**config.mk**
```make
export PLATFORM = sky130hd
export DESIGN_NAME = hold_bus_arbiter
export DESIGN_NICKNAME = d
export VERILOG_FILES = /design/src/rtl/hold_bus_arbiter_pkg.sv /design/src/rtl/hold_bus_arbiter_rr_pick.sv /design/src/rtl/hold_bus_arbiter.sv
export SDC_FILE = /design/constraint.sdc
export NUM_CORES = 1
export LEC_CHECK = 0
export CAP_MARGIN = 25
export CORE_AREA = 2 2 106 108
export DETAILED_ROUTE_END_ITERATION = 7
export DIE_AREA = 0 0 108 110
export HOLD_SLACK_MARGIN = 0.15
export PLACE_DENSITY = 0.71
export SYNTH_ARGS = -nofsm -noshare
export SYNTH_HDL_FRONTEND = slang
export SYNTH_SLANG_ARGS = --single-unit
export TNS_END_PERCENT = 20
```
**constraint.sdc**
```tcl
create_clock -name clk -period 2.2 [get_ports clk]
set_clock_uncertainty 0.1 [all_clocks]
set_input_delay 0.33 -clock clk [delete_from_list [all_inputs] [get_ports clk]]
set_output_delay 0.33 -clock clk [all_outputs]
set_load 0.02 [all_outputs]
```
**src/rtl/hold_bus_arbiter_pkg.sv**
```systemverilog
// hold_bus_pkg: shared definitions for the HOLD/HOLD_ACK bus arbiter.
//   state_t          arbiter FSM state encoding
//   OWNER_CPU        owner code reported while the CPU owns the bus
//   DEFAULT_MAX_HOLD default grant-cycle limit before the timeout flag is raised
package hold_bus_pkg;

  typedef enum logic [1:0] {
    CPU_OWN = 2'd0,
    DRAIN   = 2'd1,
    GRANT   = 2'd2,
    RELEASE = 2'd3
  } state_t;

  localparam logic [2:0] OWNER_CPU        = 3'd0;
  localparam int         DEFAULT_MAX_HOLD = 4096;

endpackage

```
**src/rtl/hold_bus_arbiter_rr_pick.sv**
```systemverilog
// rr_pick: combinational round-robin picker.
//   req   per-requester request vector
//   ptr   index with the highest priority this round
//   valid some request is set
//   idx   first set request at or after ptr, wrapping modulo NREQ
module rr_pick #(
  parameter int NREQ = 2,
  parameter int PW   = (NREQ > 1) ? $clog2(NREQ) : 1
) (
  input  logic [NREQ-1:0] req,
  input  logic [PW-1:0]   ptr,
  output logic            valid,
  output logic [PW-1:0]   idx
);

  always_comb begin
    int j;
    logic [PW-1:0] k;
    // NOTE: every variable gets a value before any branch so no latch is inferred.
    valid = 1'b0;
    idx   = '0;
    j     = 0;
    k     = '0;
    // Scan from the farthest offset down so the requester nearest ptr is the last writer.
    for (int i = NREQ - 1; i >= 0; i--) begin
      j = int'(ptr) + i;
      if (j >= NREQ) j = j - NREQ;
      k = PW'(j);
      if (req[k]) begin
        valid = 1'b1;
        idx   = k;
      end
    end
  end

endmodule

```
**src/rtl/hold_bus_arbiter.sv**
```systemverilog
// hold_bus_arbiter: hands the shared data-memory port from the CPU to one of
// NREQ DMA masters using the HOLD/HOLD_ACK handshake.
//   clk, rst                       clock, asynchronous active-high reset
//   cpu_we/addr/wdata/mem_busy     CPU access and its in-flight indication
//   cpu_stall                      freezes the CPU pipeline (registered)
//   hold_req / hold_ack            per-requester HOLD level / one-hot HOLD_ACK
//   dma_we/addr/wdata              per-requester access, flattened k*W +: W
//   mem_we/addr/wdata              muxed memory port
//   owner                          0 = CPU, k+1 = requester k
//   timeout / timeout_clr          sticky hold-time violation flag and its clear
module hold_bus_arbiter
  import hold_bus_pkg::*;
#(
  parameter int NREQ     = 2,
  parameter int AW       = 32,
  parameter int DW       = 32,
  parameter int MAX_HOLD = DEFAULT_MAX_HOLD
) (
  input  logic               clk,
  input  logic               rst,
  input  logic               cpu_we,
  input  logic [AW-1:0]      cpu_addr,
  input  logic [DW-1:0]      cpu_wdata,
  input  logic               cpu_mem_busy,
  output logic               cpu_stall,
  input  logic [NREQ-1:0]    hold_req,
  output logic [NREQ-1:0]    hold_ack,
  input  logic [NREQ-1:0]    dma_we,
  input  logic [NREQ*AW-1:0] dma_addr,
  input  logic [NREQ*DW-1:0] dma_wdata,
  output logic               mem_we,
  output logic [AW-1:0]      mem_addr,
  output logic [DW-1:0]      mem_wdata,
  output logic [2:0]         owner,
  output logic               timeout,
  input  logic               timeout_clr
);

  localparam int PW = (NREQ > 1) ? $clog2(NREQ) : 1;
  localparam int CW = $clog2(MAX_HOLD + 1);
  localparam logic [CW-1:0] HOLD_LIMIT = CW'(MAX_HOLD);

  state_t        state;
  logic [PW-1:0] rr_ptr;
  logic [PW-1:0] winner;
  logic [PW-1:0] ptr_after;
  logic [CW-1:0] hold_cnt;
  logic          pick_valid;
  logic [PW-1:0] pick_idx;
  logic          hold_hit;

  rr_pick #(.NREQ(NREQ), .PW(PW)) u_pick (
    .req   (hold_req),
    .ptr   (rr_ptr),
    .valid (pick_valid),
    .idx   (pick_idx)
  );

  // With NREQ == 1 the winner is always the last index, so the pointer stays 0.
  assign ptr_after = (int'(winner) == NREQ - 1) ? '0 : winner + 1'b1;

  // Fires only on the cycle the counter steps onto MAX_HOLD; a clear afterwards sticks.
  assign hold_hit = (state == GRANT) && (hold_cnt == HOLD_LIMIT - 1'b1);

  // NOTE: state registers use non-blocking assignments so every flop samples pre-edge values.
  always_ff @(posedge clk or posedge rst) begin
    if (rst) begin
      state     <= CPU_OWN;
      cpu_stall <= 1'b0;
      hold_ack  <= '0;
      owner     <= OWNER_CPU;
      rr_ptr    <= '0;
      winner    <= '0;
      hold_cnt  <= '0;
      timeout   <= 1'b0;
    end else begin
      if (hold_hit)         timeout <= 1'b1;
      else if (timeout_clr) timeout <= 1'b0;

      case (state)
        CPU_OWN: begin
          if (|hold_req) begin
            state     <= DRAIN;
            cpu_stall <= 1'b1;
          end
        end
        DRAIN: begin
          if (!(|hold_req)) begin
            state     <= CPU_OWN;
            cpu_stall <= 1'b0;
          end else if (!cpu_mem_busy && pick_valid) begin
            winner   <= pick_idx;
            hold_ack <= NREQ'(1) << pick_idx;
            owner    <= 3'(pick_idx) + 3'd1;
            hold_cnt <= '0;
            state    <= GRANT;
          end
        end
        GRANT: begin
          if (hold_cnt != HOLD_LIMIT) hold_cnt <= hold_cnt + 1'b1;
          if (!hold_req[winner]) begin
            hold_ack <= '0;
            state    <= RELEASE;
          end
        end
        RELEASE: begin
          rr_ptr <= ptr_after;
          owner  <= OWNER_CPU;
          // Pending requests go straight back to DRAIN: the CPU gets no window.
          if (|hold_req) begin
            state <= DRAIN;
          end else begin
            state     <= CPU_OWN;
            cpu_stall <= 1'b0;
          end
        end
        default: state <= CPU_OWN;
      endcase
    end
  end

  // Memory port mux; in reset the state is CPU_OWN so the CPU passes through.
  always_comb begin
    mem_we    = cpu_we;
    mem_addr  = cpu_addr;
    mem_wdata = cpu_wdata;
    case (state)
      GRANT: begin
        mem_we    = dma_we[winner];
        mem_addr  = dma_addr[int'(winner)*AW +: AW];
        mem_wdata = dma_wdata[int'(winner)*DW +: DW];
      end
      RELEASE: mem_we = 1'b0;
      default: ;
    endcase
  end

endmodule

```
==> flow_summary.yaml <==
placed_design:
  dpl-instance-area_mm2: 0.00546
  port_buffers: 271
  routabilityCongestion: 0.842
  hpwlAfterDp_um: 11000
die:
  pin_count: 273
  die_h_um: 110
  dieArea_mm2: 0.0119
  fp.dieW_um: 108
  start_util_pct: 23.9
  coreArea_mm2: 0.0107
  rows: 38
cells_and_area:
  final_nets: 815
  regArea_um2: 579
  diodes: 0
  design_area_mm2: 0.00544
  layout-drive-gt1-share_pct: 4.91
  multiInputGateArea_mm2: 0.00183
  final_cell_mix: "clkdlybuf4s50_1 (206), nand2_1 (82), mux2i_1 (73)"
  syn2layout_area_growth_pct: 113
  final_common_cell: "clkdlybuf4s50_1"
  fillers: 1057
hold_path:
  hold_path_class: "primary input to async pin"
synth:
  syn_nets: 553
  ys_seq_elements: 23
  synth_xor_area_share_pct: 0
  synth_top_family_by_area: "multiplexers"
  synth_area_per_cell_um2: 7.30
  synthFlopType: "dfrtp_1"
  synthSimpleGateAreaFrac_pct: 22.2
  synth_mux_area_share_pct: 28.6
  yosys_warnings: 0
  synth.area.top_cells: "mux2i_1 (29%), dfrtp_1 (23%), o21ai_0 (14%)"
  yosysUniqueCellTypes: 34
  async_reset_ff_share_pct: 100
  postSynthCellCount: 350
  yosysTopAreaCellShare_pct: 28.6
  seq_area_frac_synth_pct: 22.5
  synthAdderAreaFrac_pct: 0.980
  synth_compound_area_share_pct: 19.3
  syn_area_mm2: 0.00255
  synth_top_cell_by_area: "mux2i_1"
  synth_edf_count: 0
detailed_routing:
  dr_wl_met2_um: 6160
  wl_per_cell_um: 17.7
  wl_met3_um: 1760
  vias: 3579
  wirelength_um: 13300
  viasPerCell: 4.77
  drt_iter0_drc: 157
  dr.pass1.iters: 4
  final_antenna_net_count: 0
  met1_length_um: 5160
  top_layer: "met4"
  drcViolationCount: 0
run:
  maxCapViolations: 0
power_and_ir_drop:
  switchingPower_mw: 2.00
  p_clk_share_pct: 6.5
  power.internal_mw: 2.14
  power.leakage_nw: 2.39
  ir_drop_mv: 0.538
  power.share.switching_pct: 48.3
  p_total_mw: 4.14
  seqPwrFrac_pct: 14.7
  p_per_area_mw_per_mm2: 761
  pwr-share-comb_pct: 78.8
clocking:
  clock_tree.buffer_depth: 2
  clk_latency_ns: 0.27
  cts_buffers: 3
  clockRootBuffer: "clkbuf_8"
  htreeDepth: 1
  cts_tree: "yes"
  clkSinkCount: 23
  path_clk_slew_ns: 0.08
  postCtsHoldBufs: 0
sta:
  slew_violations: 0
  finalHoldViolCount: 0
  rsz0062_at_grt: "yes"
  fin_crit_sh_pct: 97.8
  period_needed_ns: 2.15
  max_freq_mhz: 465
  setup_viol: 0
grt:
  grt_max_degree: 52
  grt_pass1_wl_um: 18400
  antenna_found_initial: 0
  track_usage_pct: 19.9
  grt_pass1_vias: 3331
  grt-ovfl-total: 0
setup_path:
  worstSetupStartpointType: "flip-flop"
  worstPathRequired_ns: 1.77
  critPathKind: "flip-flop to primary output"
  arrival_ns: 1.72
  crit_fanout: 27
  r2r.worst_path.cells: 4
  endpoint_kind: "primary output"
status:
  status: "finished clean"
==> layout make-up <==
| cell class | count | share of cell area [%] |
|---|---|---|
| inverters | 9 | 0.622 |
| repair buffers | 284 | 51.1 |
| flip-flops and latches | 23 | 10.7 |
| clock buffers | 4 | 0.829 |
| well taps | 140 | 3.22 |
| multi-input cells | 291 | 33.6 |
==> power groups by stage <==
| stage | sequential (mW) | combinational (mW) | clock [mW] |
|---|---|---|---|
| finish | 0.610 | 3.26 | 0.269 |
| global route | 0.624 | 3.50 | 0.286 |
| CTS | 0.612 | 3.28 | 0.267 |
| detailed placement | 0.616 | 3.49 | 0 |
| global placement | 0.619 | 3.46 | 0 |
| floorplan | 0.639 | 1.84 | 0 |
==> logic make-up (layout without fill, tap and decap cells) <==
| logic type | count (synthesis) | in the layout |
|---|---|---|
| buffers and inverters | 36 | 297 |
| and+or+nand+nor | 125 | 125 |
| other | 1 | 1 |
| DFF | 23 | 23 |
| AOI/OAI and AO/OA | 90 | 90 |
| muxes | 73 | 73 |
| adders and majority gates | 2 | 2 |
==> metrics by stage <==
stage	std cells	hold WS, ns	utilization, %	setup TNS, ns	setup WS (ns)
2_1_floorplan	350	0.232	-	0	0.173
3_3_place_gp	747	0.374	51.1	0	0.00315
3_5_place_dp	747	0.365	51.1	-0.0163	-0.0163
4_1_cts	751	0.240	50.8	0	0.0148
5_1_grt	751	0.249	50.8	-0.0684	-0.0280
6_report	751	0.217	50.8	0	0.0477
==> worst paths after layout <==
kind | from | to | slack, ns
worst max-delay path | winner | mem_we | 0.05
worst min-delay path | rst | rr_ptr | 0.22
worst max register to register | hold_cnt[3] | hold_cnt[12] | 0.34
worst min register to register | owner[1] | owner[1] | 0.39
max in group asynchronous | rst | hold_cnt[2] | 1.26
min in group clk | owner[1] | owner[1] | 0.39
==> sequential cells by signal, summed over array words and instances (netlist names), named ones only <==
| signal | cells |
|---|---|
| cpu_stall | 1 |
| hold_ack | 2 |
| hold_cnt | 13 |
| owner | 2 |
| rr_ptr | 1 |
| state | 1 |
| timeout | 1 |
| winner | 1 |
==> layer usage <==
| layer | GRT usage [%] | vias to the layer above |
|---|---|---|
| li1 | - | 1767 |
| met2 | 32.3 | 168 |
| met5 | 0 | - |
| met1 | 24.4 | 1632 |
| met3 | 9.47 | 12 |
| met4 | 3.11 | 0 |
==> synthesized netlist by cell type, types with 2 or more instances <==
| master | number |
|---|---|
| a21o_1 | 3 |
| a21oi_1 | 5 |
| a22o_1 | 2 |
| buf_2 | 5 |
| buf_6 | 2 |
| clkbuf_1 | 19 |
| dfrtp_1 | 23 |
| ha_1 | 2 |
| inv_1 | 8 |
| mux2i_1 | 73 |
| nand2_1 | 82 |
| nand2b_1 | 9 |
| nand3_1 | 8 |
| nand4_1 | 3 |
| nor2_1 | 5 |
| nor4_1 | 9 |
| nor4b_1 | 2 |
| o21ai_0 | 72 |
| o41ai_1 | 3 |
==> critical path: stages (launching register included) <==
cell             delay (ns)
dfrtp_4                0.52
buf_12                 0.19
mux2i_1                0.18
o2bb2ai_1              0.21
clkdlybuf4s15_1        0.33
==> what timing repair did <==
item | CTS | global route
setup buffers | 0 | 0
endpoints found under the hold margin | 0 | 0
gates resized for setup | 56 | 11
pin swaps | 0 | 0
endpoints found under the setup margin | 56 | 9
No activity file was read; power rests on OpenSTA's default activity.
